## config.mk

```make
export PLATFORM = sky130hd
export DESIGN_NAME = branch_predictor_bht
export DESIGN_NICKNAME = d
export VERILOG_FILES = /design/src/rtl/branch_predictor_bht.sv
export SDC_FILE = /design/constraint.sdc
export NUM_CORES = 1
export LEC_CHECK = 0
export ABC_AREA = 1
export CAP_MARGIN = 20
export CORE_AREA = 4 4 211 234
export DETAILED_ROUTE_END_ITERATION = 8
export DIE_AREA = 0 0 215 238
export PLACE_DENSITY_LB_ADDON = 0.15
export SKIP_LAST_GASP = 1
export SLEW_MARGIN = 20
export SYNTH_ARGS = -nofsm -noshare
export SYNTH_HDL_FRONTEND = slang
export SYNTH_SLANG_ARGS = --single-unit
```

## constraint.sdc

```tcl
create_clock -name clk -period 15.5 [get_ports clk]
set_clock_uncertainty 0.05 [all_clocks]
set_input_delay 1.55 -clock clk [delete_from_list [all_inputs] [get_ports clk]]
set_output_delay 1.55 -clock clk [all_outputs]
set_load 0.05 [all_outputs]
```

## src/rtl/branch_predictor_bht.sv

```systemverilog
// Fetch-stage branch predictor: PC-indexed saturating-counter table plus an
// in-order FIFO of unresolved predictions, with redirect/flush on mispredict.
module branch_predictor_bht #(
    parameter int DATA_WIDTH   = 32,
    parameter int BHT_ENTRIES  = 64,
    parameter int COUNTER_BITS = 2,
    parameter int QUEUE_DEPTH  = 4,
    parameter int PERF_WIDTH   = 32
) (
    input  logic                  clk,
    input  logic                  rst,
    input  logic [DATA_WIDTH-1:0] RD,
    input  logic [DATA_WIDTH-1:0] PCF,
    input  logic                  StallF,
    input  logic                  BranchE,
    input  logic                  TakenE,
    output logic [DATA_WIDTH-1:0] PCBPU,
    output logic                  PCBPUSrc,
    output logic                  flushBranch,
    output logic                  stallBPU,
    output logic [PERF_WIDTH-1:0] branchCount,
    output logic [PERF_WIDTH-1:0] mispredictCount
);
    localparam int IDX_W = $clog2(BHT_ENTRIES);
    localparam int PTR_W = $clog2(QUEUE_DEPTH);
    localparam logic [COUNTER_BITS-1:0] CNT_INIT = COUNTER_BITS'(1) << (COUNTER_BITS - 1);
    localparam logic [COUNTER_BITS-1:0] CNT_MAX  = '1;
    localparam logic [PTR_W:0]          DEPTH    = (PTR_W + 1)'(QUEUE_DEPTH);

    typedef struct packed {
        logic [DATA_WIDTH-1:0] branchAddr;
        logic [DATA_WIDTH-1:0] targetAddr;
        logic [IDX_W-1:0]      index;
        logic                  prediction;
    } qentry_t;

    logic [COUNTER_BITS-1:0] bht_q [BHT_ENTRIES];
    qentry_t                 queue_q [QUEUE_DEPTH];
    logic [PTR_W-1:0]        front_q, back_q;
    logic [PTR_W:0]          count_q, count_d;
    logic [PERF_WIDTH-1:0]   branch_cnt_q, mispred_cnt_q;

    logic                  isBranchF, predTaken, resolve, mispredict, pop_ok;
    logic                  full, blocked, enq;
    logic [IDX_W-1:0]      fetch_idx;
    logic signed [31:0]    imm_b;
    logic [DATA_WIDTH-1:0] target;
    qentry_t               head;

    assign isBranchF = (RD[6:0] == 7'b1100011);
    assign imm_b     = {{20{RD[31]}}, RD[7], RD[30:25], RD[11:8], 1'b0};
    assign target    = PCF + DATA_WIDTH'(imm_b);
    assign fetch_idx = PCF[IDX_W+1:2];
    assign predTaken = bht_q[fetch_idx][COUNTER_BITS-1];

    assign head       = queue_q[front_q];
    assign resolve    = BranchE && (count_q != '0);
    assign mispredict = resolve && (head.prediction != TakenE);
    assign pop_ok     = resolve && !mispredict;

    // A correct resolve frees the head slot this cycle, so a full queue can still accept.
    assign full      = (count_q == DEPTH);
    assign blocked   = full && !pop_ok;
    assign enq       = isBranchF && !StallF && !blocked && !mispredict;
    assign stallBPU  = isBranchF && blocked;

    always_comb begin
        PCBPUSrc    = 1'b0;
        PCBPU       = '0;
        flushBranch = 1'b0;
        if (mispredict) begin
            PCBPUSrc    = 1'b1;
            flushBranch = 1'b1;
            PCBPU       = TakenE ? head.targetAddr : head.branchAddr + DATA_WIDTH'(4);
        end else if (isBranchF) begin
            PCBPUSrc = predTaken && !blocked && !StallF;
            PCBPU    = target;
        end
    end

    always_comb begin
        count_d = count_q;
        if (mispredict)
            count_d = '0;
        else if (enq && !pop_ok)
            count_d = count_q + 1'b1;
        else if (!enq && pop_ok)
            count_d = count_q - 1'b1;
    end

    always_ff @(posedge clk) begin
        if (rst) begin
            front_q <= '0;
            back_q  <= '0;
            count_q <= '0;
        end else begin
            count_q <= count_d;
            if (mispredict) begin
                front_q <= '0;
                back_q  <= '0;
            end else begin
                if (pop_ok) front_q <= front_q + 1'b1;
                if (enq) begin
                    queue_q[back_q] <= '{branchAddr: PCF, targetAddr: target,
                                         index: fetch_idx, prediction: predTaken};
                    back_q <= back_q + 1'b1;
                end
            end
        end
    end

    always_ff @(posedge clk) begin
        if (rst) begin
            for (int i = 0; i < BHT_ENTRIES; i++) bht_q[i] <= CNT_INIT;
        end else if (resolve) begin
            if (TakenE && bht_q[head.index] != CNT_MAX)
                bht_q[head.index] <= bht_q[head.index] + 1'b1;
            else if (!TakenE && bht_q[head.index] != '0)
                bht_q[head.index] <= bht_q[head.index] - 1'b1;
        end
    end

    always_ff @(posedge clk) begin
        if (rst) begin
            branch_cnt_q  <= '0;
            mispred_cnt_q <= '0;
        end else if (resolve) begin
            if (branch_cnt_q != '1) branch_cnt_q <= branch_cnt_q + 1'b1;
            if (mispredict && mispred_cnt_q != '1) mispred_cnt_q <= mispred_cnt_q + 1'b1;
        end
    end

    assign branchCount     = branch_cnt_q;
    assign mispredictCount = mispred_cnt_q;

endmodule

```

# Yosys cells after proc, flatten, opt, wreduce, memory -nomap -nowiden
# Memories as Yosys holds them, arrays and structs flattened. A register that Yosys moved wholly into a read port is not among the register bits.
# Cells that the tools add are included.
# word_totals
reg_bits	71
latchBits	0
ramBits	412
romBits	0
input_bits	69
out_inout_bits	99
wordCells	81
memories	2
# mem_list
name	words	width	rd	rd_ports_with_merged_regs	write_ports	line	rtl
queue_q	4	71	1	1	1	38	qentry_t queue_q [QUEUE_DEPTH];
bht_q	64	2	2	0	64	37	logic [COUNTER_BITS-1:0] bht_q [BHT_ENTRIES];
# op_classes
n_addsub	10
n_mul	0
n_div	0
order_cmp	0
eq_ne	6
n_shift	0
n_mux	29
bitwise	1
reduce_logical	28
# op_table
op	n
$mux 32	3
$add 32x1->32 const B	2
$ne 32x32->1 const B	2
$add 32x3->32 const B	1
$add 32x32->32	1
$mux 1	19
$logic_and 1x1->1	15
$mux 2	4
$eq 7x7->1 const B	1
$add 2x1->2 const B	3
$logic_not 1->1	6
$mux 3	2
$mux 6	1
$reduce_and 2->1	2
$reduce_bool 2->1	2
$reduce_or 2->1	2
$add 3x1->3 const B	1
$eq 3x3->1 const B	1
$reduce_bool 3->1	1
$sub 3x1->3 const B	1
$ne 2x2->1 const B	1
$sub 2x1->2 const B	1
$ne 1x1->1	1
$or 1x1->1	1

# Longest topological paths before layout
# depth
ltp_word	14
depth_mapped	23
depth_no_buf	21

# Least setup slack after synthesis
# Ideal clock, no wire load.
# synth_timing
path_kind	in2out
startpoint	input PCF[2]
endpoint	output PCBPU[19]
arrival_ns	4.562
required_ns	13.900
setup_slack_ns	9.338
stages	14
path_buffers	2
cell_sequence	clkbuf_1 -> inv_1 -> clkbuf_1 -> fa_1 -> o21ai_0 -> nand2_1 -> nand2_1 -> a21o_1 -> nand2_1 -> nand2_1 -> nand2_1 -> nand2_1 -> xnor2_1 -> o21ai_0
# synth_via
elab_chain_cells	3
# synth_lines
element	line	rtl
from (decl)	13	input logic [DATA_WIDTH-1:0] PCF,
$add 32x32->32	52	assign target = PCF + DATA_WIDTH'(imm_b);
$mux 32	75	end else if (isBranchF) begin
$mux 32	71	if (mispredict) begin
to (decl)	17	output logic [DATA_WIDTH-1:0] PCBPU,
# Every way passes these cells.

==> impl_results.md <==
- Run status: completed
- Overflow after GRT: 0
- Final worst path period share: 57.0%
- Maximum fanout encountered on the critical timing path: 80
- WP data arrival: 7240 ps
- CTS clock-pin slew for the worst setup and hold paths: 60 ps
- Post-synthesis register bit count: 457
- Root cell of the clock tree: sky130_fd_sc_hd__clkbuf_16
- Worst IR drop on VDD: 0.0839 mV
- Total via count after detailed routing: 21100
- Clock Path Buffers: 3
- Final Routed Wirelength: 72500 um
- Total of max-cap violations: 0
- Gate count after technology mapping: 2972
- Quantity of gates resized following cts: 0
- Global-route wire length before repair: 113000 um
- Postcts setup bufs: 0
- Area overhead of the layout relative to synthesis: 13.1%
- Ys async rst share: 0%
- Post-synth design cell area: 24700 um2
- Placed wire-length estimate after detailed placement: 45500 um
- Proportion of layout cells with a drive suffix above 1: 4.26%
- Worst hold-check path type: flip-flop to flip-flop
- Max-slew violation count: 0
- Count of synthesis-stage warnings from yosys: 0
- Initial antenna violation count: 3
- Max Clock Freq: approximately 0.11 GHz
- Final setup viols: 0
- Footprint of the flip-flops and latches: between 10000 and 15000 um2
- Last weighted congestion value of the routability-driven placer: ~0.93
- Top cell type's share of synthesized area: between 40% and 50%
- Slew margin rel.: between 20% and 30%
- Placeable core area: 47200 um2
- Net count after synthesis: 3081
- Count of hold buffers inserted by post-cts repair: 0
- Via count of the first global-routing pass: 20500
- Overall die width: 215 um
- Number of ports placed on the die boundary: around 170
- Worst setup EP type: output port
- Number of placement rows: 84
- Total track usage: 27.7%
- Final Hold Fails: 0
- Unique cell type count in the Yosys netlist: 52
- Final min period: 8840 ps
- CTS H-tree lvls: 2
- Main area contributors after synthesis: sky130_fd_sc_hd__edfxtp_1, sky130_fd_sc_hd__nand2_1, sky130_fd_sc_hd__dfxtp_1
- Post-Route Setup TNS: 0 ps
- Design Area, Final: between 20000 and 30000 um2
- Area enclosed by the die boundary: 51200 um2
- Drt first pass iters: 7
- Kind of critical path: flip-flop to output port
- CTS tree: built
- Iteration-0 DRC count of the detailed router: 1900
- Number of remaining DRC errors: 0
- Clk Latency, worst-skew pair: 580 ps
- Kind of launch point of the worst setup path: flip-flop
- Largest area contributor in the netlist: sky130_fd_sc_hd__edfxtp_1
- Total of buffers placed on input and output ports: 154
- Most common flop cell mapped by yosys: sky130_fd_sc_hd__edfxtp_1
- Lkg Pwr: 10.5 nW
- DIE HEIGHT: roughly 240 um
- Total Nets Final: 3168
- Total clock sinks: 457
- Number of enable-type register cells in the synthesized netlist: 384
- Power Density: 98.2 nW/um2
- RSZ-0062 raised after global routing: false
- Number of filler instances in the final layout: around 4200
- CTS Buf Count: 48
- Actual slew at the worst max-slew pin: 1070 ps
- Required time at the endpoint of the critical path: 13900 ps
- Wirelength per Cell: 19.6 um
- Area of the multi-input gates: 9930 um2
- Starting Density: 52.4%
- DP Area: 26500 um2
- Pin count of the biggest net entering global routing: 81
- Average size of a mapped cell: 8.32 um2
- Sequential element share of the synthesized area: between 50% and 60%
- Average via count per standard cell: 5.69
- Post-detailed-route count of antenna-violating nets: 0
-- worst max-delay path: stages (launching register included) --
cell and delay, ps:
sky130_fd_sc_hd__dfxtp_4 800, sky130_fd_sc_hd__clkinv_2 740, sky130_fd_sc_hd__buf_4 580, sky130_fd_sc_hd__nand2_1 160
sky130_fd_sc_hd__nand3_1 80, sky130_fd_sc_hd__nand2_1 690, sky130_fd_sc_hd__inv_1 660, sky130_fd_sc_hd__nand2_1 330
sky130_fd_sc_hd__nor2_4 110, sky130_fd_sc_hd__inv_2 340, sky130_fd_sc_hd__nor2_1 160, sky130_fd_sc_hd__inv_2 100
sky130_fd_sc_hd__nor2_2 70, sky130_fd_sc_hd__nand2_1 100, sky130_fd_sc_hd__nand3_1 80, sky130_fd_sc_hd__a21oi_1 250
sky130_fd_sc_hd__a21oi_1 70, sky130_fd_sc_hd__o21ai_0 350, sky130_fd_sc_hd__clkdlybuf4s50_1 890
-- cell usage in the layout (no fill, tap or decap), types with 4 or more instances in the layout --
master,n
sky130_fd_sc_hd__clkbuf_1,10
sky130_fd_sc_hd__nor2_2,6
sky130_fd_sc_hd__a211oi_1,15
sky130_fd_sc_hd__nor4_1,13
sky130_fd_sc_hd__edfxtp_1,384
sky130_fd_sc_hd__nand3_1,123
sky130_fd_sc_hd__xnor2_1,25
sky130_fd_sc_hd__clkinv_1,11
sky130_fd_sc_hd__o21ai_0,172
sky130_fd_sc_hd__nand3b_1,35
sky130_fd_sc_hd__clkdlybuf4s50_1,153
sky130_fd_sc_hd__o221ai_1,7
sky130_fd_sc_hd__o21bai_1,5
sky130_fd_sc_hd__inv_2,8
sky130_fd_sc_hd__nor3_1,40
sky130_fd_sc_hd__nand4_1,23
sky130_fd_sc_hd__dfxtp_1,71
sky130_fd_sc_hd__a21boi_0,4
sky130_fd_sc_hd__clkbuf_16,49
sky130_fd_sc_hd__nor2_4,5
sky130_fd_sc_hd__ha_1,38
sky130_fd_sc_hd__nor3b_1,10
sky130_fd_sc_hd__o22ai_1,36
sky130_fd_sc_hd__buf_4,25
sky130_fd_sc_hd__nand2_2,10
sky130_fd_sc_hd__o21a_1,8
sky130_fd_sc_hd__o211ai_1,7
sky130_fd_sc_hd__inv_1,276
sky130_fd_sc_hd__xor2_1,35
sky130_fd_sc_hd__nor2_1,376
sky130_fd_sc_hd__a31oi_1,8
sky130_fd_sc_hd__clkinv_2,10
sky130_fd_sc_hd__o21ai_1,6
sky130_fd_sc_hd__nand2_1,874
sky130_fd_sc_hd__a21oi_1,169
sky130_fd_sc_hd__mux2i_1,5
sky130_fd_sc_hd__a21o_1,4
-- path summary, 6_finish.rpt --
check | cells past startpoint | end | slack [ps] | startpoint
worst max-delay path | 18 | PCBPU[17] | 6660 | flip-flop
worst min-delay path | 2 | flip-flop | 430 | front_q[0]
worst max register to register | 23 | bht_q[55][0] | 8370 | flip-flop
worst min register to register | 2 | flip-flop | 430 | front_q[0]
-- layer usage --
metal | global-route usage (%) | vias up | share of wire (%)
met4 | 10.2 | 2 | 3.6
met3 | 4.44 | 164 | 7.4
met1 | 34.6 | 9949 | 39
met2 | 48.9 | 886 | 50
li1 | - | 10100 | -
met5 | 0 | - | 0.015
-- power by group --
| group | switching, mW | total [mW] | internal, mW | leakage, nW |
|---|---|---|---|---|
| Combinational | 0.193 | 0.264 | 0.0713 | 5.77 |
| Sequential | 0.00522 | 1.36 | 1.35 | 3.98 |
| Clock | 0.483 | 1.13 | 0.642 | 0.739 |
| Total | 0.681 | 2.75 | 2.07 | 10.5 |
-- through the flow --
stage          hold slack [ps]  setup WS [ps]  instances  util [%]  total power, mW
6_report                   430           6660       3700      59.3             2.75
5_1_grt                    456           6230       3700      59.3             2.84
4_1_cts                    431           6640       3698      59.3             2.76
3_5_place_dp               421           7280       3611      56.1             1.65
3_3_place_gp               414           7330       3611      56.1             1.64
2_1_floorplan              413           9340       2972         -             1.55
-- final cells by class --
| class | count | area share, % |
|---|---|---|
| tap | 602 | 2.69 |
| multi-input combinational | 2087 | 35.5 |
| sequential | 457 | 46.4 |
| inverter | 286 | 3.84 |
| clock buffer | 62 | 4.66 |
| clock inverter | 25 | 0.706 |
| antenna | 2 | 0.0179 |
| timing repair buffer | 179 | 6.16 |
-- state kept, by name, indices dropped and copies added (netlist names), named ones only --
name / count
mispredictCount: 32
front_q: 2
back_q: 2
bht_q: 128
count_q: 3
branchCount: 32
queue_q: 256
-- cell families after synthesis --
| group | share of synthesized area [%] |
|---|---|
| buffers and inverters | 7.47 |
| AOI/OAI and AO/OA | 10.2 |
| DFF | 52.5 |
| adders and majority gates | 2.08 |
| xor gates and xnor gates | 2.12 |
| and+or+nand+nor | 25.4 |
| muxes | 0.202 |
-- synthesized netlist by cell type, types with 7 or more instances --
library cell / n
sky130_fd_sc_hd__nand2_1: 875
sky130_fd_sc_hd__edfxtp_1: 384
sky130_fd_sc_hd__nor2_1: 380
sky130_fd_sc_hd__inv_1: 276
sky130_fd_sc_hd__o21ai_0: 172
sky130_fd_sc_hd__a21oi_1: 169
sky130_fd_sc_hd__nand3_1: 123
sky130_fd_sc_hd__dfxtp_1: 73
sky130_fd_sc_hd__clkbuf_1: 68
sky130_fd_sc_hd__nor3_1: 40
sky130_fd_sc_hd__ha_1: 38
sky130_fd_sc_hd__o22ai_1: 36
sky130_fd_sc_hd__nand3b_1: 35
sky130_fd_sc_hd__xor2_1: 35
sky130_fd_sc_hd__buf_4: 32
sky130_fd_sc_hd__buf_2: 30
sky130_fd_sc_hd__xnor2_1: 25
sky130_fd_sc_hd__nand4_1: 23
sky130_fd_sc_hd__a211oi_1: 15
sky130_fd_sc_hd__nor4_1: 13
sky130_fd_sc_hd__buf_6: 11
sky130_fd_sc_hd__nor3b_1: 10
sky130_fd_sc_hd__inv_2: 9
sky130_fd_sc_hd__nand2_2: 9
sky130_fd_sc_hd__a31oi_1: 8
sky130_fd_sc_hd__o21a_1: 8
sky130_fd_sc_hd__o211ai_1: 7
sky130_fd_sc_hd__o221ai_1: 7
Power figures use the tool's default switching activity.
